[src/rtl/ppu_spr_eval.sv]
// Per-scanline sprite evaluation: clears secondary OAM, scans 64 primary OAM
// entries and copies up to 8 in-range sprites, flagging overflow and sprite 0.
//
// state   | meaning
// --------+---------------------------------------------------------------
// S_IDLE  | waiting for i_start
// S_CLEAR | fill secondary OAM with 0xFFFFFFFF, one entry per cycle
// S_SCAN  | issue primary OAM addresses 0..63
// S_TAIL1 | last read in flight, entry 63 evaluated
// S_TAIL2 | last write slot
// S_DONE  | completion pulse, results stable
module ppu_spr_eval (
    input  logic        i_clk,
    input  logic        i_rstn,
    input  logic        i_start,
    input  logic [7:0]  i_scanline,
    input  logic        i_spr_h16,
    output logic [5:0]  o_oam_addr,
    input  logic [31:0] i_oam_rdata,
    output logic [2:0]  o_oam2_addr,
    output logic [31:0] o_oam2_wdata,
    output logic        o_oam2_we,
    output logic        o_busy,
    output logic        o_done,
    output logic [3:0]  o_spr_cnt,
    output logic        o_spr_ovfl,
    output logic        o_spr0_in
);

    typedef enum logic [2:0] {
        S_IDLE,
        S_CLEAR,
        S_SCAN,
        S_TAIL1,
        S_TAIL2,
        S_DONE
    } state_t;

    state_t      r_state, w_state_nxt;
    logic [5:0]  r_oam_addr, w_oam_addr_nxt;
    logic        r_rd_vld, w_rd_vld_nxt;
    logic        r_rd_first, w_rd_first_nxt;
    logic [7:0]  r_line, w_line_nxt;
    logic        r_h16, w_h16_nxt;
    logic [2:0]  r_oam2_addr, w_oam2_addr_nxt;
    logic [31:0] r_oam2_wdata, w_oam2_wdata_nxt;
    logic        r_oam2_we, w_oam2_we_nxt;
    logic        r_busy, w_busy_nxt;
    logic        r_done, w_done_nxt;
    logic [3:0]  r_cnt, w_cnt_nxt;
    logic        r_ovfl, w_ovfl_nxt;
    logic        r_spr0, w_spr0_nxt;

    logic [8:0]  w_diff;
    logic        w_hit;

    // Nine-bit difference: a borrow means Y is below the line, so no wrap-around hits.
    assign w_diff = {1'b0, r_line} - {1'b0, i_oam_rdata[7:0]};
    assign w_hit  = !w_diff[8] && (r_h16 ? (w_diff[7:4] == 4'd0) : (w_diff[7:3] == 5'd0));

    always_ff @(posedge i_clk or negedge i_rstn) begin
        if (!i_rstn) begin
            r_state      <= S_IDLE;
            r_oam_addr   <= 6'd0;
            r_rd_vld     <= 1'b0;
            r_rd_first   <= 1'b0;
            r_line       <= 8'd0;
            r_h16        <= 1'b0;
            r_oam2_addr  <= 3'd0;
            r_oam2_wdata <= 32'd0;
            r_oam2_we    <= 1'b0;
            r_busy       <= 1'b0;
            r_done       <= 1'b0;
            r_cnt        <= 4'd0;
            r_ovfl       <= 1'b0;
            r_spr0       <= 1'b0;
        end else begin
            r_state      <= w_state_nxt;
            r_oam_addr   <= w_oam_addr_nxt;
            r_rd_vld     <= w_rd_vld_nxt;
            r_rd_first   <= w_rd_first_nxt;
            r_line       <= w_line_nxt;
            r_h16        <= w_h16_nxt;
            r_oam2_addr  <= w_oam2_addr_nxt;
            r_oam2_wdata <= w_oam2_wdata_nxt;
            r_oam2_we    <= w_oam2_we_nxt;
            r_busy       <= w_busy_nxt;
            r_done       <= w_done_nxt;
            r_cnt        <= w_cnt_nxt;
            r_ovfl       <= w_ovfl_nxt;
            r_spr0       <= w_spr0_nxt;
        end
    end

    always_comb begin
        w_state_nxt      = r_state;
        w_oam_addr_nxt   = r_oam_addr;
        w_rd_vld_nxt     = 1'b0;
        w_rd_first_nxt   = 1'b0;
        w_line_nxt       = r_line;
        w_h16_nxt        = r_h16;
        w_oam2_addr_nxt  = r_oam2_addr;
        w_oam2_wdata_nxt = r_oam2_wdata;
        w_oam2_we_nxt    = 1'b0;
        w_busy_nxt       = r_busy;
        w_done_nxt       = 1'b0;
        w_cnt_nxt        = r_cnt;
        w_ovfl_nxt       = r_ovfl;
        w_spr0_nxt       = r_spr0;

        case (r_state)
            S_IDLE: begin
                if (i_start) begin
                    w_state_nxt      = S_CLEAR;
                    w_line_nxt       = i_scanline;
                    w_h16_nxt        = i_spr_h16;
                    w_cnt_nxt        = 4'd0;
                    w_ovfl_nxt       = 1'b0;
                    w_spr0_nxt       = 1'b0;
                    w_busy_nxt       = 1'b1;
                    w_oam_addr_nxt   = 6'd0;
                    w_oam2_we_nxt    = 1'b1;
                    w_oam2_addr_nxt  = 3'd0;
                    w_oam2_wdata_nxt = 32'hFFFF_FFFF;
                end
            end
            S_CLEAR: begin
                if (r_oam2_addr == 3'd7) begin
                    w_state_nxt = S_SCAN;
                end else begin
                    w_oam2_we_nxt    = 1'b1;
                    w_oam2_addr_nxt  = r_oam2_addr + 3'd1;
                    w_oam2_wdata_nxt = 32'hFFFF_FFFF;
                end
            end
            S_SCAN: begin
                w_rd_vld_nxt   = 1'b1;
                w_rd_first_nxt = (r_oam_addr == 6'd0);
                if (r_oam_addr == 6'd63) begin
                    w_state_nxt = S_TAIL1;
                end else begin
                    w_oam_addr_nxt = r_oam_addr + 6'd1;
                end
            end
            S_TAIL1: w_state_nxt = S_TAIL2;
            S_TAIL2: begin
                w_state_nxt = S_DONE;
                w_done_nxt  = 1'b1;
            end
            S_DONE: begin
                w_state_nxt = S_IDLE;
                w_busy_nxt  = 1'b0;
            end
            default: w_state_nxt = S_IDLE;
        endcase

        // Evaluation of the word returned for the previous cycle's address.
        if (r_rd_vld && w_hit) begin
            if (r_cnt[3]) begin
                w_ovfl_nxt     = 1'b1;
                w_state_nxt    = S_DONE;
                w_done_nxt     = 1'b1;
                w_rd_vld_nxt   = 1'b0;
                w_rd_first_nxt = 1'b0;
            end else begin
                w_oam2_we_nxt    = 1'b1;
                w_oam2_addr_nxt  = r_cnt[2:0];
                w_oam2_wdata_nxt = i_oam_rdata;
                w_cnt_nxt        = r_cnt + 4'd1;
                if (r_rd_first) begin
                    w_spr0_nxt = 1'b1;
                end
            end
        end
    end

    assign o_oam_addr   = r_oam_addr;
    assign o_oam2_addr  = r_oam2_addr;
    assign o_oam2_wdata = r_oam2_wdata;
    assign o_oam2_we    = r_oam2_we;
    assign o_busy       = r_busy;
    assign o_done       = r_done;
    assign o_spr_cnt    = r_cnt;
    assign o_spr_ovfl   = r_ovfl;
    assign o_spr0_in    = r_spr0;

endmodule

[config.mk]
export PLATFORM = sky130hd
export DESIGN_NAME = ppu_spr_eval
export DESIGN_NICKNAME = d
export VERILOG_FILES = /design/src/rtl/ppu_spr_eval.sv
export SDC_FILE = /design/constraint.sdc
export NUM_CORES = 1
export LEC_CHECK = 0
export CAP_MARGIN = 20
export CORE_UTILIZATION = 47
export CTS_BUF_LIST = sky130_fd_sc_hd__clkbuf_16
export DETAILED_ROUTE_END_ITERATION = 7
export PLACE_DENSITY = 0.77
export SYNTH_ARGS = -nofsm -noshare
export SYNTH_HDL_FRONTEND = slang
export SYNTH_SLANG_ARGS = --single-unit
[constraint.sdc]
create_clock -name i_clk -period 3.8 [get_ports i_clk]
set_input_delay 0.38 -clock i_clk [delete_from_list [all_inputs] [get_ports i_clk]]
set_output_delay 0.38 -clock i_clk [all_outputs]
set_load 0.03 [all_outputs]
==> metrics.cfg <==
[critical_path]
crit_fanout = 41
crit_type = primary input to flip-flop
regToRegSetupSlack_ns = 0.73
required_ns = 4.00
cp.arrival_ns = 3.49
cp-end-kind = flip-flop
crit_path_start_kind = primary input

[clock_tree]
htreeDepth = 3
post_cts_resize_count = 0
insertion_delay_ns = 0.32
cts_root_buf = clkbuf_16
hold_buffers = 0
post_cts_buffers = 0
cts_buffer_depth = 2
tritoncts = done
numCtsBuffers = 9
clkTransAtPathRegs_ns = 0.06
cts.sinks = 64

[grt]
gr-total-overflow = 0
antenna_found_initial = 0
grt_first_pass_wirelength_um = 11250
grt_max_degree = 51
grt_pass1_vias = 2424
grt_use_total_pct = 22.33

[sta]
hold_viol = 0
finalCriticalPeriod_ns = 3.282
rsz0062_at_grt = no
setup_violations = 0
final_max_slew_viol_count = 0
setup_tns_ns = 0
skew_ns = 0.007622
tightest_slew_ns = 0.6968
period_share_pct = 86.37
relSlewSlack_pct = 52.89
clock.fmax_ghz = 0.3047

[power_and_ir_drop]
leakage_nw = 1.876
p_int_w = 0.001563
swShare_pct = 36.53
p_seq_share_pct = 34.9
switchingPower_w = 0.0008993
power.density_mw_per_mm2 = 563.2
power_frac_comb_pct = 35.5
total_power_w = 0.002462
power.share.clock_pct = 29.6
ir_worst_vdd_mv = 0.6918

[flow_run]
cap_violations = 0

[synthesis]
ys_warn_count = 0
yosysSeqAreaShare_pct = 52.31
ys_seq_elements = 64
synth_fp_nets = 395
async_flop_share_pct = 100.0
synth_flop_cell = dfrtp_1
synth-edff-count = 0
netlist-cell-type-count = 43
avgSynthCellArea_um2 = 9.005
syn_area_mm2 = 0.003062
syn_inst = 340

[die]
row_count = 29
start_util_pct = 48.49
die_y_um = 82.71
ioPinCount = 94
core-area_mm2 = 0.006314
fp.dieArea_mm2 = 0.006841
dieWidth_um = 82.71

[cells_and_area]
fill_cells = 506
final_cell_mix = clkdlybuf4s50_1, nor2_1, dfrtp_1
instances_no_fill = 518
antenna_cells = 0
layout_commonest_cell = clkdlybuf4s50_1
syn_to_final_growth_pct = 42.79
drive_above_1_share_pct = 7.029
layout.nets = 491
regArea_mm2 = 0.001602
multi_input_area_mm2 = 0.001339

[detailed_routing]
vias = 2717
drc = 0
wl_per_cell_um = 14.66
drtPass1Iterations = 4
routed_wl_um = 7595
vias_per_cell = 5.245
ant_nets = 0
drt-initial-drc-count = 110

[placed_design]
place.detailed.hpwl_um = 5097
dpl.cell_count = 500
gp_congestion = 0.7695
port_buffers = 93

[run_status]
status = completed

[hold_path]
hold_path_class = primary input to asynchronous set/reset pin

[final timing paths]
kind,from,cells after the start,to
min,i_rstn,2,o_oam2_wdata[13]$_DFF_PN0_
max reg2reg,r_line[7]$_DFFE_PN0P_,8,o_oam2_addr[2]$_DFF_PN0_
min reg2reg,r_line[1]$_DFFE_PN0P_,2,r_line[1]$_DFFE_PN0P_
max,i_oam_rdata[7],10,o_oam2_addr[2]$_DFF_PN0_
max in group asynchronous,i_rstn,4,o_oam2_wdata[15]$_DFF_PN0_
min in group i_clk,r_line[1]$_DFFE_PN0P_,2,r_line[1]$_DFFE_PN0P_
[power groups by stage]
stage	clock (W)	sequential, W	combinational, W
finish	0.000728	0.000860	0.000874
global route	0.000771	0.000873	0.000960
CTS	0.000743	0.000860	0.000876
detailed placement	0	0.000871	0.000871
global placement	0	0.000870	0.000842
floorplan	0	0.000897	0.000567
[synthesized netlist by cell type, types with 2 or more instances]
master / count / area [um^2]
nand3_1: 6 / 30.03
nor4b_1: 2 / 17.52
nand2b_1: 7 / 43.79
nor3b_1: 2 / 15.01
o21ai_1: 3 / 15.01
dfrtp_1: 64 / 1602
xor2_1: 3 / 26.28
a21o_1: 3 / 22.52
o2111ai_1: 2 / 17.52
a21oi_1: 44 / 220.2
nand2_1: 43 / 161.4
or3_1: 2 / 12.51
nand4_1: 2 / 12.51
mux2i_1: 2 / 20.02
a211o_1: 3 / 26.28
or2_2: 2 / 12.51
nor2_1: 81 / 304.0
o22ai_1: 2 / 12.51
nor4_1: 3 / 18.77
ha_1: 11 / 137.6
and3_1: 2 / 12.51
o21ai_0: 4 / 20.02
inv_1: 13 / 48.80
clkbuf_1: 15 / 56.30
[cell type report]
cell class,count,share of cell area (%)
well taps,77,2.204
repair buffers,102,23.35
inverters,13,1.116
clock buffers,9,5.152
multi-input cells,246,30.62
flip-flops and latches,64,36.63
clock inverters,7,0.9159
[state kept, by name, indices dropped and copies added (netlist names)]
name	flops
o_oam_addr	6
o_busy	1
o_done	1
o_spr_ovfl	1
r_line	8
r_state	3
r_rd_first	1
o_oam2_we	1
o_spr_cnt	4
o_oam2_addr	3
r_rd_vld	1
o_oam2_wdata	32
r_h16	1
o_spr0_in	1
[worst max-delay path, stage by stage]
cell and delay (ns):
clkdlybuf4s50_1 0.47, inv_1 0.05, ha_1 0.33, nor3b_1 0.16, or4_4 0.50, a2111oi_4 0.40
o2111ai_1 0.16, or4_1 0.48, buf_12 0.21, mux2_1 0.32
[per-layer routing]
metal	track usage (%)	vias up	wire length [um]
met2	37.62	63	3875
met1	28.01	1312	3364
met4	10.00	0	86
met3	3.736	7	268
met5	0	-	0
li1	-	1335	-
[metrics by stage]
stage,utilization (%),worst slack [ns],hold WS (ns),instance area [um^2]
2_1_floorplan,-,0.7853,0.08441,3062
6_report,69.24,0.5179,0.4624,4372
4_1_cts,68.77,0.5376,0.3130,4342
3_5_place_dp,64.57,0.2111,0.4670,4076
5_1_grt,69.24,0.4136,0.4813,4372
3_3_place_gp,64.57,0.2924,0.4620,4076
[logic make-up after synthesis]
group,synth area share [%]
flops,52.31
compound gates,13.24
simple gates,22.97
buf+inv,3.964
xor+xnor,1.144
fa+ha+maj,4.495
mux,1.880
No activity file was read; power rests on OpenSTA's default activity.
